$ cat config.mk
export PLATFORM = sky130hd
export DESIGN_NAME = hazard_ctrl
export DESIGN_NICKNAME = d
export VERILOG_FILES = /design/src/rtl/hazard_ctrl.sv
export SDC_FILE = /design/constraint.sdc
export NUM_CORES = 1
export LEC_CHECK = 0
export BUFFER_PORTS_ARGS = -buffer_cell sky130_fd_sc_hd__buf_2
export CELL_PAD_IN_SITES_DETAIL_PLACEMENT = 0
export CELL_PAD_IN_SITES_GLOBAL_PLACEMENT = 1
export CORE_UTILIZATION = 30
export CTS_CLUSTER_DIAMETER = 200
export DETAILED_ROUTE_END_ITERATION = 8
export HOLD_SLACK_MARGIN = 0.02
export PLACE_DENSITY_LB_ADDON = 0.1
export SKIP_CTS_REPAIR_TIMING = 1
export SLEW_MARGIN = 20
export SYNTH_ARGS = -nofsm -noshare
export SYNTH_HDL_FRONTEND = slang
export SYNTH_SLANG_ARGS = --single-unit
$ cat constraint.sdc
create_clock -name i_clk -period 1.9 [get_ports i_clk]
set_input_delay 0.095 -clock i_clk [delete_from_list [all_inputs] [get_ports i_clk]]
set_output_delay 0.095 -clock i_clk [all_outputs]
set_load 0.05 [all_outputs]
$ cat src/rtl/hazard_ctrl.sv
// Hazard/stall/flush controller with debug run/halt/step FSM for a 5-stage pipeline.
// Optional stall-cycle counter is built only when HAZARD_STALL_CNT_EN is defined.
module hazard_ctrl #(
  parameter int NB_REG = 5,
  parameter int NB_CNT = 32
) (
  input  logic              i_clk,
  input  logic              i_rst,
  input  logic [NB_REG-1:0] i_id_rs_num,
  input  logic [NB_REG-1:0] i_id_rt_num,
  input  logic              i_id_uses_rt,
  input  logic              i_id_is_brh,
  input  logic [NB_REG-1:0] i_id_dst_num,
  input  logic              i_id_wr_en,
  input  logic              i_id_is_load,
  input  logic              i_flush,
  input  logic              i_dbg_halt,
  input  logic              i_dbg_run,
  input  logic              i_dbg_step,
  input  logic              i_cnt_clr,
  output logic              o_pc_enb,
  output logic              o_if_id_enb,
  output logic              o_pipe_enb,
  output logic              o_id_ex_bubble,
  output logic              o_if_id_flush,
  output logic              o_halted,
  output logic [NB_CNT-1:0] o_stall_cnt
);

  typedef enum logic [1:0] {
    ST_RUN  = 2'd0,
    ST_HALT = 2'd1,
    ST_STEP = 2'd2
  } state_t;

  state_t            state_q, state_d;
  logic              ex_vld_q, ex_vld_d;
  logic              ex_load_q, ex_load_d;
  logic [NB_REG-1:0] ex_dst_q, ex_dst_d;
  logic              mem_vld_q, mem_vld_d;
  logic              mem_load_q, mem_load_d;
  logic [NB_REG-1:0] mem_dst_q, mem_dst_d;

  logic match_ex_s;
  logic match_mem_s;
  logic stall_s;
  logic advance_s;

  // Dependency detection; slots never hold register 0 as valid, so r0 cannot match.
  always_comb begin
    match_ex_s  = ex_vld_q & ((ex_dst_q == i_id_rs_num) |
                              (i_id_uses_rt & (ex_dst_q == i_id_rt_num)));
    match_mem_s = mem_vld_q & ((mem_dst_q == i_id_rs_num) |
                               (i_id_uses_rt & (mem_dst_q == i_id_rt_num)));
    stall_s     = (match_ex_s & ex_load_q) |
                  (i_id_is_brh & match_ex_s) |
                  (i_id_is_brh & match_mem_s & mem_load_q);
    advance_s   = (state_q == ST_RUN) | (state_q == ST_STEP);
  end

  // Debug FSM next state; RUN has priority over STEP when both are asserted in HALT.
  always_comb begin
    state_d = state_q;
    case (state_q)
      ST_RUN: begin
        if (i_dbg_halt) state_d = ST_HALT;
        else            state_d = ST_RUN;
      end
      ST_HALT: begin
        if (i_dbg_run)       state_d = ST_RUN;
        else if (i_dbg_step) state_d = ST_STEP;
        else                 state_d = ST_HALT;
      end
      ST_STEP: state_d = ST_HALT;
      default: state_d = ST_RUN;
    endcase
  end

  // Shadow pipeline: a stalled ID instruction enters EX as a bubble.
  always_comb begin
    if (advance_s) begin
      ex_vld_d   = i_id_wr_en & ~stall_s & (i_id_dst_num != {NB_REG{1'b0}});
      ex_dst_d   = i_id_dst_num;
      ex_load_d  = i_id_is_load;
      mem_vld_d  = ex_vld_q;
      mem_dst_d  = ex_dst_q;
      mem_load_d = ex_load_q;
    end else begin
      ex_vld_d   = ex_vld_q;
      ex_dst_d   = ex_dst_q;
      ex_load_d  = ex_load_q;
      mem_vld_d  = mem_vld_q;
      mem_dst_d  = mem_dst_q;
      mem_load_d = mem_load_q;
    end
  end

  // State and shadow registers.
  always_ff @(posedge i_clk) begin
    if (i_rst) begin
      state_q    <= ST_RUN;
      ex_vld_q   <= 1'b0;
      ex_dst_q   <= {NB_REG{1'b0}};
      ex_load_q  <= 1'b0;
      mem_vld_q  <= 1'b0;
      mem_dst_q  <= {NB_REG{1'b0}};
      mem_load_q <= 1'b0;
    end else begin
      state_q    <= state_d;
      ex_vld_q   <= ex_vld_d;
      ex_dst_q   <= ex_dst_d;
      ex_load_q  <= ex_load_d;
      mem_vld_q  <= mem_vld_d;
      mem_dst_q  <= mem_dst_d;
      mem_load_q <= mem_load_d;
    end
  end

  // Pipeline controls; while reset is held everything is frozen and ID/EX gets a NOP.
  always_comb begin
    if (i_rst) begin
      o_pc_enb       = 1'b0;
      o_if_id_enb    = 1'b0;
      o_pipe_enb     = 1'b0;
      o_id_ex_bubble = 1'b1;
      o_if_id_flush  = 1'b0;
    end else begin
      o_pc_enb       = advance_s & ~stall_s;
      o_if_id_enb    = advance_s & ~stall_s;
      o_pipe_enb     = advance_s;
      o_id_ex_bubble = stall_s;
      o_if_id_flush  = i_flush & advance_s & ~stall_s;
    end
    o_halted = (state_q == ST_HALT);
  end

`ifdef HAZARD_STALL_CNT_EN
  logic [NB_CNT-1:0] cnt_q, cnt_d;

  // Saturating stall counter; clear wins over increment.
  always_comb begin
    if (i_cnt_clr) begin
      cnt_d = {NB_CNT{1'b0}};
    end else if (advance_s & stall_s & (cnt_q != {NB_CNT{1'b1}})) begin
      cnt_d = cnt_q + {{(NB_CNT-1){1'b0}}, 1'b1};
    end else begin
      cnt_d = cnt_q;
    end
  end

  // Counter register.
  always_ff @(posedge i_clk) begin
    if (i_rst) cnt_q <= {NB_CNT{1'b0}};
    else       cnt_q <= cnt_d;
  end

  assign o_stall_cnt = cnt_q;
`else
  logic cnt_clr_unused_s;
  assign cnt_clr_unused_s = i_cnt_clr;
  assign o_stall_cnt      = {NB_CNT{1'b0}};
`endif

endmodule

# == Word level (Yosys, flattened, before mapping) ==
# Index checks and enable logic that the tools add are counted.
# word_totals
wordCells,42
regBits,16
inputBits,26
output_inout_bits,38
# classes
bitwise_logic,19
n_eq_ne,6
n_mux,8
reduce_logical,2
# op_table
operator,count
== test 5 bit,4
bitwise AND 1 bit,13
one-hot mux 2 bit (3 select lines),1
2-to-1 mux 1 bit,5
OR 1 bit,5
nonzero test 5 bit,1
2-to-1 mux 2 bit,2
== test 2 x 1 -> 1 bit (second input constant),1
== test 2 bit (second input constant),1
zero test 2 bit,1
NOT 1 bit,1

# == Depth between registers and ports, before layout ==
# depth
word_depth,10
depth_mapped,5
ltp_nobuf,5

# == Least setup slack after synthesis ==
# OpenSTA, ideal clock, no wires.
# synth_timing
path_kind,flip-flop to output port
startpoint,register state_q[0]
endpoint,output o_if_id_flush
path_slack_ns,-1.089
n_path_buf,1
required_time_ns,1.805
arrival_time_ns,2.894
stages_incl_launch_ff,5
path_cell_list,dfxtp_1 -> clkbuf_1 -> nor2_1 -> nor4b_2 -> and2_1
# synth_between
elab_chain_len,5
# synth_lines
element,line,source
from (decl),36,"state_t state_q, state_d;"
from (signal assigned),109,state_q <= state_d;
== test 2 bit / zero test 2 bit (equally long branches),58,advance_s = (state_q == ST_RUN) | (state_q == ST_STEP);
OR 1 bit *,58,
bitwise AND 1 bit * (2 in a row),132,o_if_id_flush = i_flush & advance_s & ~stall_s;
2-to-1 mux 1 bit *,121,if (i_rst) begin
to (decl),25,"output logic o_if_id_flush,"
# Every way passes the cells marked *; elsewhere a longest branch is shown, timed or not.

# == Worst setup path in the final report ==
# layout_timing
startpoint,register ex_dst_q[2]
endpoint,output o_if_id_flush
# layout_between
elab_chain_len,10
# layout_lines
element,line,source
from (decl),39,"logic [NB_REG-1:0] ex_dst_q, ex_dst_d;"
from (signal assigned),103,ex_dst_q <= {NB_REG{1'b0}};
from (signal assigned),111,ex_dst_q <= ex_dst_d;
== test 5 bit,52,(i_id_uses_rt & (ex_dst_q == i_id_rt_num)));
bitwise AND 1 bit,52,
OR 1 bit *,51,match_ex_s = ex_vld_q & ((ex_dst_q == i_id_rs_num) |
bitwise AND 1 bit *,51,
bitwise AND 1 bit (on tied branches),"55, 56",
OR 1 bit *,55,stall_s = (match_ex_s & ex_load_q) |
OR 1 bit *,56,(i_id_is_brh & match_ex_s) |
NOT 1 bit *,132,
bitwise AND 1 bit *,132,
2-to-1 mux 1 bit *,121,
# Marks and branches as above.

==> results.md <==
Job:
- The tool flagged a number of max-cap violations equal to 0.

Yosys:
- The per-instance average area after synthesis is approximately 8.8 sq um.
- Counting flops and latches in the post-synthesis netlist gives 16.
- The count of mapped cells out of synthesis is 126.
- Yosys attributes the largest share of cell area to sky130_fd_sc_hd__dfxtp_1 (29%), sky130_fd_sc_hd__buf_4 (22%), sky130_fd_sc_hd__mux2i_1 (12%).
- The distinct cell type count of the synthesized netlist is 25.
- The cell area after technology mapping is roughly 1100 sq um.
- The number of warnings reported in the yosys synthesis log is 0.
- The biggest area contributor in the post-synthesis netlist is sky130_fd_sc_hd__dfxtp_1.
- The fraction of the yosys area taken by sequential cells is about 29%.
- The synthesized design devotes to its leading area cell type between 20% and 30% of total area.

Clock tree:
- In this run the number of H-tree levels came out at 1.
- At the later pin of the worst-skew pair, clock insertion delay measures between 0.2 and 0.3 ns.
- The number of buffers inserted during clock tree synthesis is 3.
- The clock tree from TritonCTS is done.
- The clock slew seen by the registers of the worst setup and hold paths is around 0.07 ns.
- The maximum buffer depth of the clock tree is 2.
- The root buffer cell chosen for the clock tree is sky130_fd_sc_hd__clkbuf_8.
- Clock tree synthesis found a total of 16 sinks.

Die:
- The initial core utilization is between 30% and 40%.
- The die span in x is between 60 and 70 um.
- The floorplan has 21 rows.
- The die outline area is between 3000 and 4000 sq um.
- The floorplan step defined a core boundary enclosing 3440 sq um.
- 64 I/O pins were placed.
- The vertical extent of the die is 62.9 um.

Setup path:
- The top fanout value on the critical path is 4.
- STA classifies the critical path startpoint as a flip-flop.
- The startpoint of the worst setup timing path is ex_dst_q[2].
- At the worst endpoint, the arrival time is 1.88 ns.
- The data required time at the worst endpoint is roughly 1.8 ns.
- The class of the most critical setup path is reg -> out.
- The launch point of the worst reg-to-reg path is ex_dst_q[2].
- The capturing element type of the critical path is an output pin.
- Measured in cells, the most critical reg-to-reg path has a length of 5.

Status:
- The final reports fail on setup timing.
- The run finished, with violations left.

Timing:
- The sum of negative setup slack is -0.0831 ns.
- The share of the clock period used by the worst path is 104%.
- Based on the critical path, the design can be clocked at up to 0.507 GHz.
- The final critical delay including setup and external delays is between 1.5 and 2 ns.
- Setup violations remaining at the end of the flow were counted as 4.
- Setup repair after global routing could not meet its margin everywhere.
- The final count of hold timing violations is 0.
- The worst clock skew is between 0.003 and 0.004 ns.
- Setup slack on the critical path of the routed design comes to -0.0735 ns.
- The count of final max-slew check failures was 0.

Drt:
- The detailed router placed around 820 vias in this run.
- The detailed-routing iteration count for the pre-antenna-repair pass is 4.
- After detailed routing, the average wire length per cell comes to 10.7 um.
- The vias per cell is 4.05.
- The number of nets with antenna violations after detailed routing is 0.
- The routed design has between 2000 and 2500 um of wire.
- The DRC violations left is 0.
- The number of design-rule violations left by the first detailed-router iteration is 2.

Place:
- The placer's final routability congestion estimate is a little under 0.7.
- In this run the tool buffered the top-level ports with 30 buffer cells.
- The HPWL reported at the end of detailed placement is around 1700 um.
- The pre-CTS setup slack is about 0.11 ns.
- Once placement completed, the tool counted placed cells totaling slightly below 200.

GRT:
- The largest net degree at the start of global routing is 19.
- The total overflow left after global routing is 0.
- The number of global-route vias before repair is 723.
- The first global-routing pass estimated between 3000 and 4000 um of wire.
- The initial antenna violation count was 0.
- The global-route usage over all layers is roughly 11%.

Final layout:
- The synthesis-to-finish area growth is 15.2%.
- The library cells used most frequently in the layout, excluding fill and tap cells, are sky130_fd_sc_hd__conb_1 (32), sky130_fd_sc_hd__buf_2 (28), sky130_fd_sc_hd__nor2_1 (15), sky130_fd_sc_hd__dfxtp_1 (15).
- The number of nets in the layout is roughly 180.
- The utilization of the core after routing is 37.2%.
- The layout has between 300 and 400 filler cells.
- In the final layout, the multi-input gates occupy 662 sq um.
- The count of antenna diodes in the layout is 0.
- The sequential cell area is roughly 320 sq um.
- The library cell used most frequently in the layout, excluding fill and tap cells, is sky130_fd_sc_hd__conb_1.
- The final instance count without filler cells is just over 200.
- The proportion of layout cells with a drive suffix above 1 is around 27%.

Power:
- The fraction of power consumed by sequential logic is a little under two fifths.
- In this run the power spent charging and discharging nets is 0.386 mW.
- The overall power of the completed layout is approximately 1 mW.
- The clock share of power is 30.2%.
- The share of total power in combinational logic is 32.8%.
- The ratio of total power to cell area is 794 nW/um^2.
- Net switching is between 30% and 40% of the power.
- The internal power of the cells totals 0.631 mW.
- The highest ir drop seen on vdd is between 0.2 and 0.3 mV.
- For this design the static power due to leakage is 0.584 nW.

Worst hold path:
- The class of the tightest hold or removal check is in -> reg.
- Along the worst hold path, the cell count comes to 2.
- The worst hold path begins at i_dbg_run.
## worst max-delay path: stages, from the launching register on
cell	delay, ns
sky130_fd_sc_hd__dfxtp_2	0.34
sky130_fd_sc_hd__xor2_1	0.16
sky130_fd_sc_hd__or4_1	0.51
sky130_fd_sc_hd__o22ai_2	0.23
sky130_fd_sc_hd__nor4b_4	0.08
sky130_fd_sc_hd__and2_4	0.16
sky130_fd_sc_hd__buf_6	0.14
## metrics by stage
step / area (sq um) / hold slack [ns]
6_report: 1280 / 0.0209
5_1_grt: 1280 / 0.0284
3_5_place_dp: 1210 / 0.284
2_1_floorplan: 1260 / 0.172
3_3_place_gp: 1210 / 0.278
4_1_cts: 1260 / 0.0157
## area by class of cell
class	count	share of cell area, %
timing repair buffer	32	14.2
multi-input combinational	103	51.7
clock buffer	4	4.30
tap	46	4.49
sequential	16	25.1
inverter	1	0.293
## final timing paths
kind              endpoint  slack [ns]
min reg2reg       ex_vld_q        0.49
max reg2reg       ex_vld_q        0.32
max          o_if_id_flush       -0.07
min             state_q[1]        0.02
## synth_stat cells (all sizes together)
| cell | n |
|---|---|
| buf | 34 |
| dfxtp | 16 |
| nor2 | 16 |
| mux2i | 13 |
| xnor2 | 13 |
| xor2 | 7 |
| or4 | 4 |
| clkbuf | 3 |
| nand2 | 3 |
| nand3 | 2 |
| nand4 | 2 |
| nor3 | 2 |
| nor4b | 2 |
| and2 | 1 |
| conb | 1 |
| inv | 1 |
| nand2b | 1 |
| o21a | 1 |
| o21ai | 1 |
| o22ai | 1 |
| o2bb2ai | 1 |
| o32a | 1 |
## registers in the layout (all words and copies together) (netlist names)
signal,cells
ex_dst_q,5
ex_load_q,1
ex_vld_q,1
mem_dst_q,5
mem_load_q,1
mem_vld_q,1
state_q,2
## power by group through the flow
stage	clock (mW)	combinational (mW)	sequential (mW)
final	0.307	0.334	0.376
after global routing	0.329	0.355	0.379
after CTS	0.319	0.330	0.376
after detailed placement	0	0.329	0.384
after global placement	0	0.329	0.384
after floorplan	0	0.326	0.379
## cell families (layout without fill, tap and decap cells)
kind of cell           Yosys count  in the layout  synth area share [%]
buffers and inverters           38             37                  24.1
other                            1             32                 0.337
multiplexers                    13             13                  11.7
AO/OA/AOI/OAI                    5              5                  3.94
flip-flops                      16             16                  28.8
XOR/XNOR                        20             20                  15.7
AND/OR/NAND/NOR                 33             33                  15.4
## routing by layer
| metal | routed length [um] | GRT usage, % |
|---|---|---|
| met5 | 0 | 0 |
| met3 | 90 | 2.37 |
| met1 | 987 | 13.9 |
| met4 | 38 | 6.98 |
| met2 | 1050 | 17.6 |
(Power assumes the default switching activity.)
